`src/rtl/avalon_sram_ctrl_pkg.sv`:
```
// Avalon-MM request/response types shared by the data bus responders.
package avalon_sram_ctrl_pkg;

  typedef struct packed {
    logic        read;
    logic        write;
    logic [31:0] address;
    logic [31:0] writedata;
    logic [3:0]  byte_enable;
  } avalon_req_t;

  typedef struct packed {
    logic [31:0] readdata;
    logic        waitrequest;
  } avalon_resp_t;

endpackage

```
`src/rtl/avalon_sram_ctrl.sv`:
```
// Avalon-MM responder backed by a 16-bit asynchronous SRAM. Each 32-bit request is served as
// up to two half-word accesses (LO then HI), each held for ACCESS_CYCLES cycles.
module avalon_sram_ctrl
  import avalon_sram_ctrl_pkg::*;
#(
  parameter int unsigned SRAM_AW       = 18,
  parameter int unsigned ACCESS_CYCLES = 2
) (
  input  logic               clk,
  input  logic               rst_n,
  input  avalon_req_t        dbus_avalon_req,
  output avalon_resp_t       dbus_avalon_resp,
  output logic [SRAM_AW-1:0] sram_addr,
  output logic [15:0]        sram_dq_write,
  input  logic [15:0]        sram_dq_read,
  output logic               sram_dq_oe,
  output logic               sram_ce_n,
  output logic               sram_oe_n,
  output logic               sram_we_n,
  output logic               sram_lb_n,
  output logic               sram_ub_n
);

  localparam int unsigned   CntW    = (ACCESS_CYCLES > 2) ? $clog2(ACCESS_CYCLES) : 1;
  localparam logic [CntW-1:0] CntLast = CntW'(ACCESS_CYCLES - 1);

  typedef enum logic [1:0] {StIdle, StLo, StHi, StDone} state_e;

  state_e             state_q, state_d;
  logic [CntW-1:0]    cnt_q, cnt_d;
  logic               is_wr_q, is_wr_d;
  logic [3:0]         be_q, be_d;
  logic [31:0]        wdata_q, wdata_d;
  logic [SRAM_AW-2:0] waddr_q, waddr_d;
  logic [31:0]        rdata_q, rdata_d;

  logic [SRAM_AW-1:0] addr_q, addr_d;
  logic [15:0]        dq_write_q, dq_write_d;
  logic               dq_oe_q, dq_oe_d;
  logic               ce_n_q, ce_n_d, oe_n_q, oe_n_d, we_n_q, we_n_d;
  logic               lb_n_q, lb_n_d, ub_n_q, ub_n_d;
  logic               phase_hi;
  logic               req_active;
  logic               unused_addr;

  assign req_active  = dbus_avalon_req.read | dbus_avalon_req.write;
  // Word offset bits and bits above the SRAM window do not take part in addressing.
  assign unused_addr = ^{dbus_avalon_req.address[31:SRAM_AW+1], dbus_avalon_req.address[1:0]};

  // Phase sequencing, request capture and read data capture.
  always_comb begin
    state_d = state_q;
    cnt_d   = cnt_q;
    is_wr_d = is_wr_q;
    be_d    = be_q;
    wdata_d = wdata_q;
    waddr_d = waddr_q;
    rdata_d = rdata_q;
    unique case (state_q)
      StIdle: begin
        if (req_active) begin
          is_wr_d = dbus_avalon_req.write;
          be_d    = dbus_avalon_req.byte_enable;
          wdata_d = dbus_avalon_req.writedata;
          waddr_d = dbus_avalon_req.address[SRAM_AW:2];
          cnt_d   = CntLast;
          // Reads always fetch the whole word; writes skip halves with no enabled bytes.
          if (!dbus_avalon_req.write || dbus_avalon_req.byte_enable[1:0] != 2'b00) begin
            state_d = StLo;
          end else if (dbus_avalon_req.byte_enable[3:2] != 2'b00) begin
            state_d = StHi;
          end else begin
            state_d = StDone;
            cnt_d   = '0;
          end
        end
      end
      StLo: begin
        if (cnt_q != '0) begin
          cnt_d = cnt_q - 1'b1;
        end else begin
          if (!is_wr_q) rdata_d[15:0] = sram_dq_read;
          if (!is_wr_q || be_q[3:2] != 2'b00) begin
            state_d = StHi;
            cnt_d   = CntLast;
          end else begin
            state_d = StDone;
          end
        end
      end
      StHi: begin
        if (cnt_q != '0) begin
          cnt_d = cnt_q - 1'b1;
        end else begin
          if (!is_wr_q) rdata_d[31:16] = sram_dq_read;
          state_d = StDone;
        end
      end
      StDone: state_d = StIdle;
      default: state_d = StIdle;
    endcase
  end

  // SRAM pin values for the upcoming cycle, so the pins come straight from flops.
  always_comb begin
    addr_d     = '0;
    dq_write_d = '0;
    dq_oe_d    = 1'b0;
    ce_n_d     = 1'b1;
    oe_n_d     = 1'b1;
    we_n_d     = 1'b1;
    lb_n_d     = 1'b1;
    ub_n_d     = 1'b1;
    phase_hi   = (state_d == StHi);
    if (state_d == StLo || state_d == StHi) begin
      addr_d = {waddr_d, phase_hi};
      ce_n_d = 1'b0;
      if (is_wr_d) begin
        dq_oe_d    = 1'b1;
        dq_write_d = phase_hi ? wdata_d[31:16] : wdata_d[15:0];
        // Last cycle of the phase releases we_n while address and data are held.
        we_n_d     = (cnt_d == '0);
        lb_n_d     = ~(phase_hi ? be_d[2] : be_d[0]);
        ub_n_d     = ~(phase_hi ? be_d[3] : be_d[1]);
      end else begin
        oe_n_d = 1'b0;
        lb_n_d = 1'b0;
        ub_n_d = 1'b0;
      end
    end
  end

  // State, captured request and registered SRAM pins.
  always_ff @(posedge clk or negedge rst_n) begin
    if (!rst_n) begin
      state_q    <= StIdle;
      cnt_q      <= '0;
      is_wr_q    <= 1'b0;
      be_q       <= '0;
      wdata_q    <= '0;
      waddr_q    <= '0;
      rdata_q    <= '0;
      addr_q     <= '0;
      dq_write_q <= '0;
      dq_oe_q    <= 1'b0;
      ce_n_q     <= 1'b1;
      oe_n_q     <= 1'b1;
      we_n_q     <= 1'b1;
      lb_n_q     <= 1'b1;
      ub_n_q     <= 1'b1;
    end else begin
      state_q    <= state_d;
      cnt_q      <= cnt_d;
      is_wr_q    <= is_wr_d;
      be_q       <= be_d;
      wdata_q    <= wdata_d;
      waddr_q    <= waddr_d;
      rdata_q    <= rdata_d;
      addr_q     <= addr_d;
      dq_write_q <= dq_write_d;
      dq_oe_q    <= dq_oe_d;
      ce_n_q     <= ce_n_d;
      oe_n_q     <= oe_n_d;
      we_n_q     <= we_n_d;
      lb_n_q     <= lb_n_d;
      ub_n_q     <= ub_n_d;
    end
  end

  assign dbus_avalon_resp.readdata    = rdata_q;
  assign dbus_avalon_resp.waitrequest = req_active & (state_q != StDone);
  assign sram_addr     = addr_q;
  assign sram_dq_write = dq_write_q;
  assign sram_dq_oe    = dq_oe_q;
  assign sram_ce_n     = ce_n_q;
  assign sram_oe_n     = oe_n_q;
  assign sram_we_n     = we_n_q;
  assign sram_lb_n     = lb_n_q;
  assign sram_ub_n     = ub_n_q;

endmodule

```
`config.mk`:
```
export PLATFORM = sky130hd
export DESIGN_NAME = avalon_sram_ctrl
export DESIGN_NICKNAME = d
export VERILOG_FILES = /design/src/rtl/avalon_sram_ctrl_pkg.sv /design/src/rtl/avalon_sram_ctrl.sv
export SDC_FILE = /design/constraint.sdc
export NUM_CORES = 1
export LEC_CHECK = 0
export ABC_AREA = 1
export CORE_MARGIN = 5
export CORE_UTILIZATION = 50
export CTS_CLUSTER_DIAMETER = 30
export DETAILED_ROUTE_END_ITERATION = 16
export GPL_ROUTABILITY_DRIVEN = 0
export PLACE_DENSITY = 0.9
export RECOVER_POWER = 100
export SKIP_LAST_GASP = 1
export SLEW_MARGIN = 20
export SYNTH_ARGS = -nofsm -noshare
export SYNTH_HDL_FRONTEND = slang
export SYNTH_SLANG_ARGS = --single-unit
```
`constraint.sdc`:
```
create_clock -name clk -period 7 [get_ports clk]
set_input_delay 1.4 -clock clk [delete_from_list [all_inputs] [get_ports clk]]
set_output_delay 1.4 -clock clk [all_outputs]
set_load 0.03 [all_outputs]
```
---- Yosys cells after proc, flatten, opt, wreduce, memory -nomap -nowiden ----
Cells that the tools add are included.
word-level totals
  flip-flop bits (word level) ............. 129
  logic and storage cells ................. 79
  output and inout port bits .............. 73
operators by class
  reductions and logical operators ........ 11
  equality and inequality tests ........... 6
  add/subtract/negate cells ............... 1
  bitwise gates (word level) .............. 7
  multiplexer cells ....................... 38
operator list
  cell                                           number
  2-to-1 mux 32 bit                              2
  2-to-1 mux 16 bit                              3
  2-to-1 mux 17 bit                              2
  2-to-1 mux 1 bit                               22
  2-to-1 mux 18 bit                              1
  2-to-1 mux 2 bit                               4
  2-to-1 mux 4 bit                               2
  case mux 2 bit (4 select lines)                1
  == test 2 bit, second input constant           3
  AND reduction 3 bit                            2
  nonzero test 2 bit                             3
  inverter 1 bit                                 5
  == test 2 x 1 -> 1 bit, second input constant  2
  logical OR 1 bit                               3
  case mux 1 bit (3 select lines)                1
  zero test 1 bit                                2
  zero test 2 bit                                1
  inequality test 2 bit, second input constant   1
  bitwise AND 1 bit                              1
  OR 1 bit                                       1
  subtractor 1 bit, second input constant        1

---- Logic depth before layout (Yosys ltp) ----
Gate-level depths: netlist of the first run.
  depth after elaboration ................. 10
  mapped depth ............................ 13

---- Worst setup path after synthesis of the first run ----
No wires, ideal clock.
  path type ............................... input-to-output
  start ................................... input port dbus_avalon_req[68] (netlist bit)
  end ..................................... output port dbus_avalon_resp[0] (netlist bit)
  path slack .............................. 3641 ps
  stages .................................. 2
  buffers on the path ..................... 0
  arrival time ............................ 1959 ps
  cells stage by stage .................... nor2_1 -> a21oi_1
RTL lines
  what             RTL line                text
  start, declared  avalon_sram_ctrl.sv:11  input avalon_req_t dbus_avalon_req,
  end, declared    avalon_sram_ctrl.sv:12  output avalon_resp_t dbus_avalon_resp,

==> flow_metrics.env, run 1 <==
export IMPL_rsz0062_at_grt="false"
export IMPL_violations="capacitance limit, slew limit"
export IMPL_final_common_cell="nand2_1"
export IMPL_cts_root_buf="clkbuf_8"
export IMPL_maxSlewViolCount=187
export IMPL_drt_wirelength_per_cell_um=15.73
export IMPL_slew_headroom=-1.092
export IMPL_cap_violations=3
export IMPL_cp_start_kind="input pin"
export IMPL_ios=161
export IMPL_finalCritPeriodShare=0.7048
export IMPL_yosysWarnings=0
export IMPL_cts_max_level=4
export IMPL_ys_ff_latch=129
export IMPL_die_w_um=110.9
export IMPL_drive_gt1_frac=0.06259
export IMPL_wl_um=12910
export IMPL_path_max_fanout=71
export IMPL_grt_pass1_wl_um=21070
export IMPL_most_common_layout_cells="nand2_1 (132), dfrtp_1 (124), dlygate4sd3_1 (74)"
export IMPL_cts_tree="yes"
export IMPL_via_count=4153
export IMPL_finalHoldViolCount=0
export IMPL_setup_violations_final=0
export IMPL_worstHoldPathType="flip-flop to flip-flop"
export IMPL_dp_hpwl_um=8511
export IMPL_power_density_nw_per_um2=538.6
export IMPL_crit_buf_inv=2
export IMPL_fin_util=0.7232
export IMPL_synthDistinctLibCells=29
export IMPL_drtAntennaViolNets=0
export IMPL_cp_end_kind="async pin"
export IMPL_nets=764
export IMPL_synthToLayoutAreaGrowth_pct=40.27
export IMPL_critPathMaxStageDelay_ns=2.17
export IMPL_clock_fmax_mhz=202.7
export IMPL_grt_overflow=0
export IMPL_peakVddDrop_uv=297.3
export IMPL_drt_iter0_drc=270
export IMPL_postCtsSetupRepairBufs=0
export IMPL_syn_area_um2=5086
export IMPL_synth_edf_count=0
export IMPL_avgSynthCellArea_um2=9.525
export IMPL_crit_chain="clkbuf_1, clkbuf_2"
export IMPL_path_delay_family="buffers and inverters"
export IMPL_synthFlopType="dfrtp_1"
export IMPL_n_fill_cell=682
export IMPL_die_h_um=110.9
export IMPL_cts_made_buffers=17
export IMPL_p_leak_nw=3.543
export IMPL_via_per_inst=5.058
export IMPL_netlist_instances=534
export IMPL_cp_depth=2
export IMPL_fp_row_count=36
export IMPL_antenna_found_initial=1
export IMPL_cts_sinks=129
export IMPL_fin_skew_ns=0.006353
export IMPL_async_flop_share=1.000
export IMPL_first_global_vias=4372
export IMPL_track_usage=0.2139
export IMPL_tns_ns=0
export IMPL_clk_path_buf_depth=2
export IMPL_status="finished, violations left"
export IMPL_cts_resized=0
export IMPL_crit_path_top_delay_cell="clkbuf_1"
export IMPL_ff2ff_path_depth=10
export IMPL_drc_errors=0
export IMPL_ys_seq_area_frac=0.6359
export IMPL_core_area_um2=9864
export IMPL_crit_type="input pin to async pin"
export IMPL_cts_clk_slew_worst_paths_ns=0.06
export IMPL_start_util=0.5156
export IMPL_drt_first_pass_iters=6
export IMPL_fin_crit_ns=4.933
export IMPL_grt_start_max_net_pins=72
export IMPL_hold_buffers=0
export IMPL_dieArea_um2=12290
export IMPL_cp_arrival_ns=5.22
export IMPL_port_buffers=145
export IMPL_syn_nets=624
export IMPL_clk_latency_ns=0.51
export IMPL_tightest_slew_ns=3.138
export IMPL_required_ns=7.29
export IMPL_hold_depth=2
registers in the layout (all words and copies together) (netlist names):
signal         cells
waddr_q           17
state_q            2
cnt_q              1
rdata_q           32
sram_ub_n          1
is_wr_q            1
sram_dq_write     16
sram_ce_n          1
sram_we_n          1
wdata_q           32
sram_dq_oe         1
be_q               4
sram_lb_n          1
sram_addr         18
sram_oe_n          1
routing by layer:
metal	global-route usage	wire length, um
met1	0.2423	4959
met2	0.3459	6418
met3	0.1053	1311
met4	0.08703	223
met5	0	0
power by group:
part           internal, mW  switching (mW)
registers              1.10           0.124
logic                 0.561            1.15
clock network         0.594           0.306
total                  2.26            1.58
layout make-up:
class	instances	area, um2	area share
timing repair buffer	146	1450	0.2033
tap	133	166.4	0.02333
multi-input combinational	331	1488	0.2085
antenna	1	2.502	0.0003508
clock buffer	21	449.2	0.06296
inverter	49	183.9	0.02578
clock inverter	11	160.2	0.02245
sequential	129	3234	0.4533
cells in the mapped netlist, types with 5 or more instances:
library cell,n,area share
dfrtp_1,124,0.61
nand3_1,61,0.060
o21ai_1,6,0.0059
nand2_1,129,0.095
inv_1,47,0.035
nor2_1,52,0.038
buf_4,5,0.0074
o21ai_0,43,0.042
buf_2,10,0.0098
or2_0,10,0.012
dfstp_2,5,0.026
final timing paths:
| check | startpoint | slack (ns) | endpoint |
|---|---|---|---|
| max in group clk | dbus_avalon_req[68] | 2.24 | sram_dq_write[10]$_DFF_PN0_ |
| min reg2reg | wdata_q[1]$_DFF_PN0_ | 0.47 | wdata_q[1]$_DFF_PN0_ |
| max | rst_n | 2.07 | wdata_q[14]$_DFF_PN0_ |
| max reg2reg | state_q[1]$_DFF_PN0_ | 3.44 | sram_dq_write[10]$_DFF_PN0_ |
| min | wdata_q[1]$_DFF_PN0_ | 0.47 | wdata_q[1]$_DFF_PN0_ |
| min in group asynchronous | rst_n | 1.92 | sram_dq_write[9]$_DFF_PN0_ |
stage by stage:
stage	hold WS [ns]	setup slack, ns	instances	power, mW	cell area [um2]
final	0.4719	2.067	821	3.842	7134
after global routing	0.4977	1.234	821	4.096	7134
after CTS	0.4676	2.561	820	3.945	7169
after detailed placement	0.4539	2.008	788	3.024	6560
after global placement	0.4481	2.150	788	2.935	6560
after floorplan	0.4367	3.641	534	2.415	5086
kinds of logic after synthesis:
group           count (synthesis)  share of synthesized area
compound gates                 55                    0.05634
simple gates                  274                     0.2374
buf+inv                        74                    0.06543
fa+ha+maj                       2                   0.004919
flops                         129                     0.6359
Note: power is estimated with default switching activity, not from simulation.
==> inputs of run 2 (changes only) <==
- CORE_UTILIZATION: 50 -> 42
- PLACE_DENSITY: 0.9 -> 0.81
- clock period: 7 -> 4.1 ns (I/O delays scaled with it)
==> run 2 against run 1 <==
The flow still finishes with violations (capacitance limit, slew limit). Critical path type is now input pin to output port. Core utilization is 12 points lower. Critical endpoint is now dbus_avalon_resp[0]. Combinational power is 71% higher. Cell area is 0.60% higher. Hold slack better by 0.0014 ns. Largest power group unchanged. Highest routed layer unchanged.
==> flow_metrics.env, run 2 (synthesized netlist as in run 1, its figures left out) <==
export IMPL_status="finished, violations left"
export IMPL_violations="capacitance limit, slew limit"
export IMPL_grt_overflow=0
export IMPL_fp_row_count=40
export IMPL_die_h_um=120.0
export IMPL_grt_busiest_layer="met2"
export IMPL_fin_crit_ns=3.356
export IMPL_pwr_share_clk=0.229
export IMPL_worstHoldPathType="flip-flop to flip-flop"
export IMPL_drt_iter0_drc=354
export IMPL_finalHoldViolCount=0
export IMPL_sw_frac_of_total=0.4144
export IMPL_cts_resized=0
export IMPL_antenna_found_initial=1
export IMPL_dp_hpwl_um=8482
export IMPL_pwr_share_seq=0.321
export IMPL_drt_first_pass_iters=5
export IMPL_p_leak_nw=3.546
export IMPL_hold_buffers=0
export IMPL_slew_headroom=-0.8671
export IMPL_finalCritPeriodShare=0.8185
export IMPL_drive_gt1_frac=0.06802
export IMPL_cts_root_buf="clkbuf_16"
export IMPL_crit_type="input pin to output port"
export IMPL_via_count=4114
export IMPL_port_buffers=145
export IMPL_most_common_layout_cells="nand2_1 (130), dfrtp_1 (124), dlygate4sd3_1 (74)"
export IMPL_cts_max_level=4
export IMPL_drc_errors=0
export IMPL_cts_tree="yes"
export IMPL_path_max_fanout=3
export IMPL_clk_path_buf_depth=2
export IMPL_peakVddDrop_uv=471.6
export IMPL_wl_um=12700
export IMPL_setup_violations_final=0
export IMPL_tightest_slew_ns=2.801
export IMPL_drt_wirelength_per_cell_um=15.14
export IMPL_die_w_um=120.0
export IMPL_cp_arrival_ns=2.54
export IMPL_comb_power_share=0.450
export IMPL_rsz0062_at_grt="false"
export IMPL_grt_use_met3=0.07304
export IMPL_cts_sinks=129
export IMPL_maxSlewViolCount=55
export IMPL_clock_fmax_mhz=298.0
export IMPL_postCtsSetupRepairBufs=0
export IMPL_power_density_nw_per_um2=909.1
export IMPL_cap_violations=1
export IMPL_use_met2=0.2912
export IMPL_cp_start_kind="input pin"
export IMPL_cts_clk_slew_worst_paths_ns=0.05
export IMPL_fin_skew_ns=0.008990
export IMPL_final_common_cell="nand2_1"
export IMPL_via_per_inst=4.903
export IMPL_tns_ns=0
export IMPL_start_util=0.4252
export IMPL_synthToLayoutAreaGrowth_pct=41.11
export IMPL_power_internal_mw=3.821
export IMPL_grt_start_max_net_pins=55
export IMPL_first_global_vias=4355
export IMPL_grt_pass1_wl_um=20960
export IMPL_core_area_um2=11960
export IMPL_nets=768
export IMPL_ios=161
export IMPL_finalPower_mw=6.525
export IMPL_n_fill_cell=979
export IMPL_use_met1=0.2153
export IMPL_dieArea_um2=14410
export IMPL_cp_end_kind="output port"
export IMPL_drtAntennaViolNets=0
export IMPL_cts_made_buffers=17
export IMPL_track_usage=0.1839
export IMPL_clk_latency_ns=0.41
export IMPL_required_ns=3.28
export IMPL_net_switching_power_mw=2.704
==> run 2: changes by cell type in the layout (fill, tap and decap cells not counted), sizes merged <==
cell      change
bufinv        -1
buf           +4
clkinv        -1
clkinvlp      +2
==> run 2: power groups by stage <==
stage                     combinational [mW]  sequential [mW]  clock (mW)
after floorplan                         1.46             2.66           0
after global placement                  2.97             2.09           0
after detailed placement                3.07             2.12           0
after CTS                               3.10             2.11        1.53
after global routing                    3.26             2.16        1.58
final                                   2.93             2.09        1.50
==> run 2: worst max-delay path, cell delays in order <==
cell           delay, ns
dlygate4sd3_1       0.58
nor2_1              0.33
a21oi_1             0.09
dlygate4sd3_1       0.71
==> run 2: worst paths after layout <==
kind / depth (start not counted) / end / startpoint / slack, ns
min in group asynchronous: 1 / wdata_q[22]$_DFF_PN0_ / rst_n / 1.31
max: 4 / dbus_avalon_resp[0] / dbus_avalon_req[68] / 0.74
max in group asynchronous: 2 / wdata_q[21]$_DFF_PN0_ / rst_n / 1.02
max reg2reg: 12 / sram_we_n$_DFF_PN1_ / state_q[0]$_DFF_PN0_ / 1.32
min: 2 / wdata_q[12]$_DFF_PN0_ / wdata_q[12]$_DFF_PN0_ / 0.47
min reg2reg: 2 / wdata_q[12]$_DFF_PN0_ / wdata_q[12]$_DFF_PN0_ / 0.47
==> run 2: area by class of cell <==
class                   instances  area [um2]  share of cell area
repair buffers                150        1479              0.2061
well taps                     147       183.9             0.02563
clock buffers                  21       450.4             0.06276
multi-input cells             331        1503              0.2094
inverters                      49       183.9             0.02563
diodes                          1       2.502           0.0003487
clock inverters                11       140.1             0.01953
flip-flops and latches        129        3234              0.4507
==> run 2: through the flow <==
stage	util	area, um2	hold slack (ns)	instances	setup WS, ns
global placement	0.5524	6608	0.4483	806	0.6494
detailed placement	0.5524	6608	0.4576	806	0.4898
CTS	0.6018	7198	0.4559	838	0.8950
floorplan	-	5086	0.4367	534	1.519
finish	0.6000	7177	0.4733	839	0.7440
global route	0.6000	7177	0.4898	839	0.4312
==> run 2: metal layers <==
layer	routed length, um	share of wire
met1	5112	0.40
met2	6055	0.48
met3	1103	0.087
met4	429	0.034
met5	0	0
==> inputs of run 3 (changes only) <==
- clock period: 4.1 -> 3 ns (I/O delays scaled with it)
==> run 3 against run 2 <==
The flow still finishes with violations (capacitance limit, slew limit). Sequential power grew 37%. Sequential cell count is the same. Clock power grew 49%. Critical path depth is the same. Critical path type unchanged.
==> flow_metrics.env, run 3 (synthesized netlist as in run 1, its figures left out) <==
export IMPL_cp_depth=4
export IMPL_finalPower_mw=9.252
export IMPL_whs_ns=0.4683
export IMPL_start_util=0.4252
export IMPL_placed_area_um2=6678
export IMPL_peakVddDrop_uv=657.4
export IMPL_core_area_um2=11960
export IMPL_cts_tree="yes"
export IMPL_grt_start_max_net_pins=66
export IMPL_wl_um=13070
export IMPL_rsz0062_at_grt="false"
export IMPL_ios=161
export IMPL_finalCritPeriodShare=0.9402
export IMPL_ff2ff_path_depth=7
export IMPL_cp_end_kind="output port"
export IMPL_hp_start="wdata_q[5]$_DFF_PN0_"
export IMPL_dieArea_um2=14410
export IMPL_die_h_um=120.0
export IMPL_clk_path_buf_depth=2
export IMPL_most_common_layout_cells="nand2_1 (130), dfrtp_1 (124), dlygate4sd3_1 (73)"
export IMPL_antenna_found_initial=0
export IMPL_crit_type="input pin to output port"
export IMPL_design_area_um2=7287
export IMPL_dp_hpwl_um=8855
export IMPL_clk_latency_ns=0.42
export IMPL_synthToLayoutAreaGrowth_pct=43.27
export IMPL_violations="capacitance limit, slew limit"
export IMPL_slew_headroom=-0.07871
export IMPL_crit_buf_inv=2
export IMPL_cts_max_level=4
export IMPL_drt_first_pass_iters=5
export IMPL_drive_gt1_frac=0.07461
export IMPL_drt_iter0_drc=351
export IMPL_fin_ws_ns=0.1794
export IMPL_cts_made_buffers=17
export IMPL_setup_violations_final=0
export IMPL_nets=774
export IMPL_via_per_inst=4.915
export IMPL_n_antenna_cell=0
export IMPL_fp_row_count=40
export IMPL_fin_util=0.6092
export IMPL_finalHoldViolCount=0
export IMPL_dp_cells=812
export IMPL_track_usage=0.1917
export IMPL_port_buffers=145
export IMPL_clock_fmax_mhz=354.5
export IMPL_status="finished, violations left"
export IMPL_cts_sinks=129
export IMPL_path_delay_family="buffers and inverters"
export IMPL_cp_startpoint="dbus_avalon_req[68]"
export IMPL_cp_arrival_ns=2.22
export IMPL_tns_ns=0
export IMPL_hold_buffers=0
export IMPL_path_max_fanout=3
export IMPL_crit_chain="dlygate4sd3_1, nor2_1, a21oi_1, clkdlybuf4s50_1"
export IMPL_cp_start_kind="input pin"
export IMPL_drtAntennaViolNets=0
export IMPL_required_ns=2.40
export IMPL_drc_errors=0
export IMPL_cts_root_buf="clkbuf_16"
export IMPL_power_density_nw_per_um2=1270
export IMPL_r2r_start="state_q[1]$_DFF_PN0_"
export IMPL_n_fill_cell=992
export IMPL_cts_clk_slew_worst_paths_ns=0.05
export IMPL_first_global_vias=4397
export IMPL_cap_violations=2
export IMPL_crit_path_top_delay_cell="clkdlybuf4s50_1"
export IMPL_drt_wirelength_per_cell_um=15.49
export IMPL_via_count=4148
export IMPL_final_cells=844
export IMPL_cts_resized=0
export IMPL_pre_cts_ws_ns=0.1801
export IMPL_p_leak_nw=3.605
export IMPL_worstHoldPathType="flip-flop to flip-flop"
export IMPL_maxSlewViolCount=99
export IMPL_grt_overflow=0
export IMPL_final_common_cell="nand2_1"
export IMPL_fin_crit_ns=2.821
export IMPL_fin_skew_ns=0.007030
export IMPL_tightest_slew_ns=1.618
export IMPL_critPathMaxStageDelay_ns=0.63
export IMPL_die_w_um=120.0
export IMPL_grt_pass1_wl_um=21650
export IMPL_postCtsSetupRepairBufs=0
export IMPL_hold_depth=2
run 3: power breakdown:
group | total, mW | switching, mW | internal [mW]
registers | 2.86 | 0.283 | 2.58
clock network | 2.23 | 0.729 | 1.50
logic | 4.16 | 2.73 | 1.44
total | 9.25 | 3.74 | 5.51
run 3: layout make-up:
cell class                 count  area, um2  share of cell area
sequential                   129       3234              0.4439
timing repair buffer         156       1536              0.2109
clock buffer                  24      501.7             0.06885
multi-input combinational    331       1498              0.2055
clock inverter                 8      148.9             0.02043
tap                          147      183.9             0.02524
inverter                      49      183.9             0.02524
run 3: metal layers:
| layer | vias to the layer above | track usage | wire length, um |
|---|---|---|---|
| met2 | 152 | 0.3070 | 6327 |
| met1 | 1995 | 0.2246 | 5223 |
| met5 | - | 0 | 0 |
| met3 | 25 | 0.08294 | 1191 |
| li1 | 1976 | - | - |
| met4 | 0 | 0.08304 | 330 |
run 3: path summary, 6_finish.rpt:
check                                                  end  slack, ns
worst min-delay path                  wdata_q[5]$_DFF_PN0_       0.47
min in group asynchronous       sram_dq_write[6]$_DFF_PN0_       0.58
worst max register to register     sram_addr[11]$_DFF_PN0_       0.50
worst min register to register        wdata_q[5]$_DFF_PN0_       0.47
worst max-delay path                   dbus_avalon_resp[0]       0.18
max in group asynchronous          rdata_q[19]$_DFFE_PN0P_       1.23
run 3: worst reg2reg max path, stage by stage, from the launching register on:
cell	delay, ns
dfrtp_1	0.46
inv_1	0.14
nand2_2	0.09
nor2_4	0.08
clkbuf_1	1.10
or2_0	0.21
o21ai_0	0.13
nor2_1	0.19
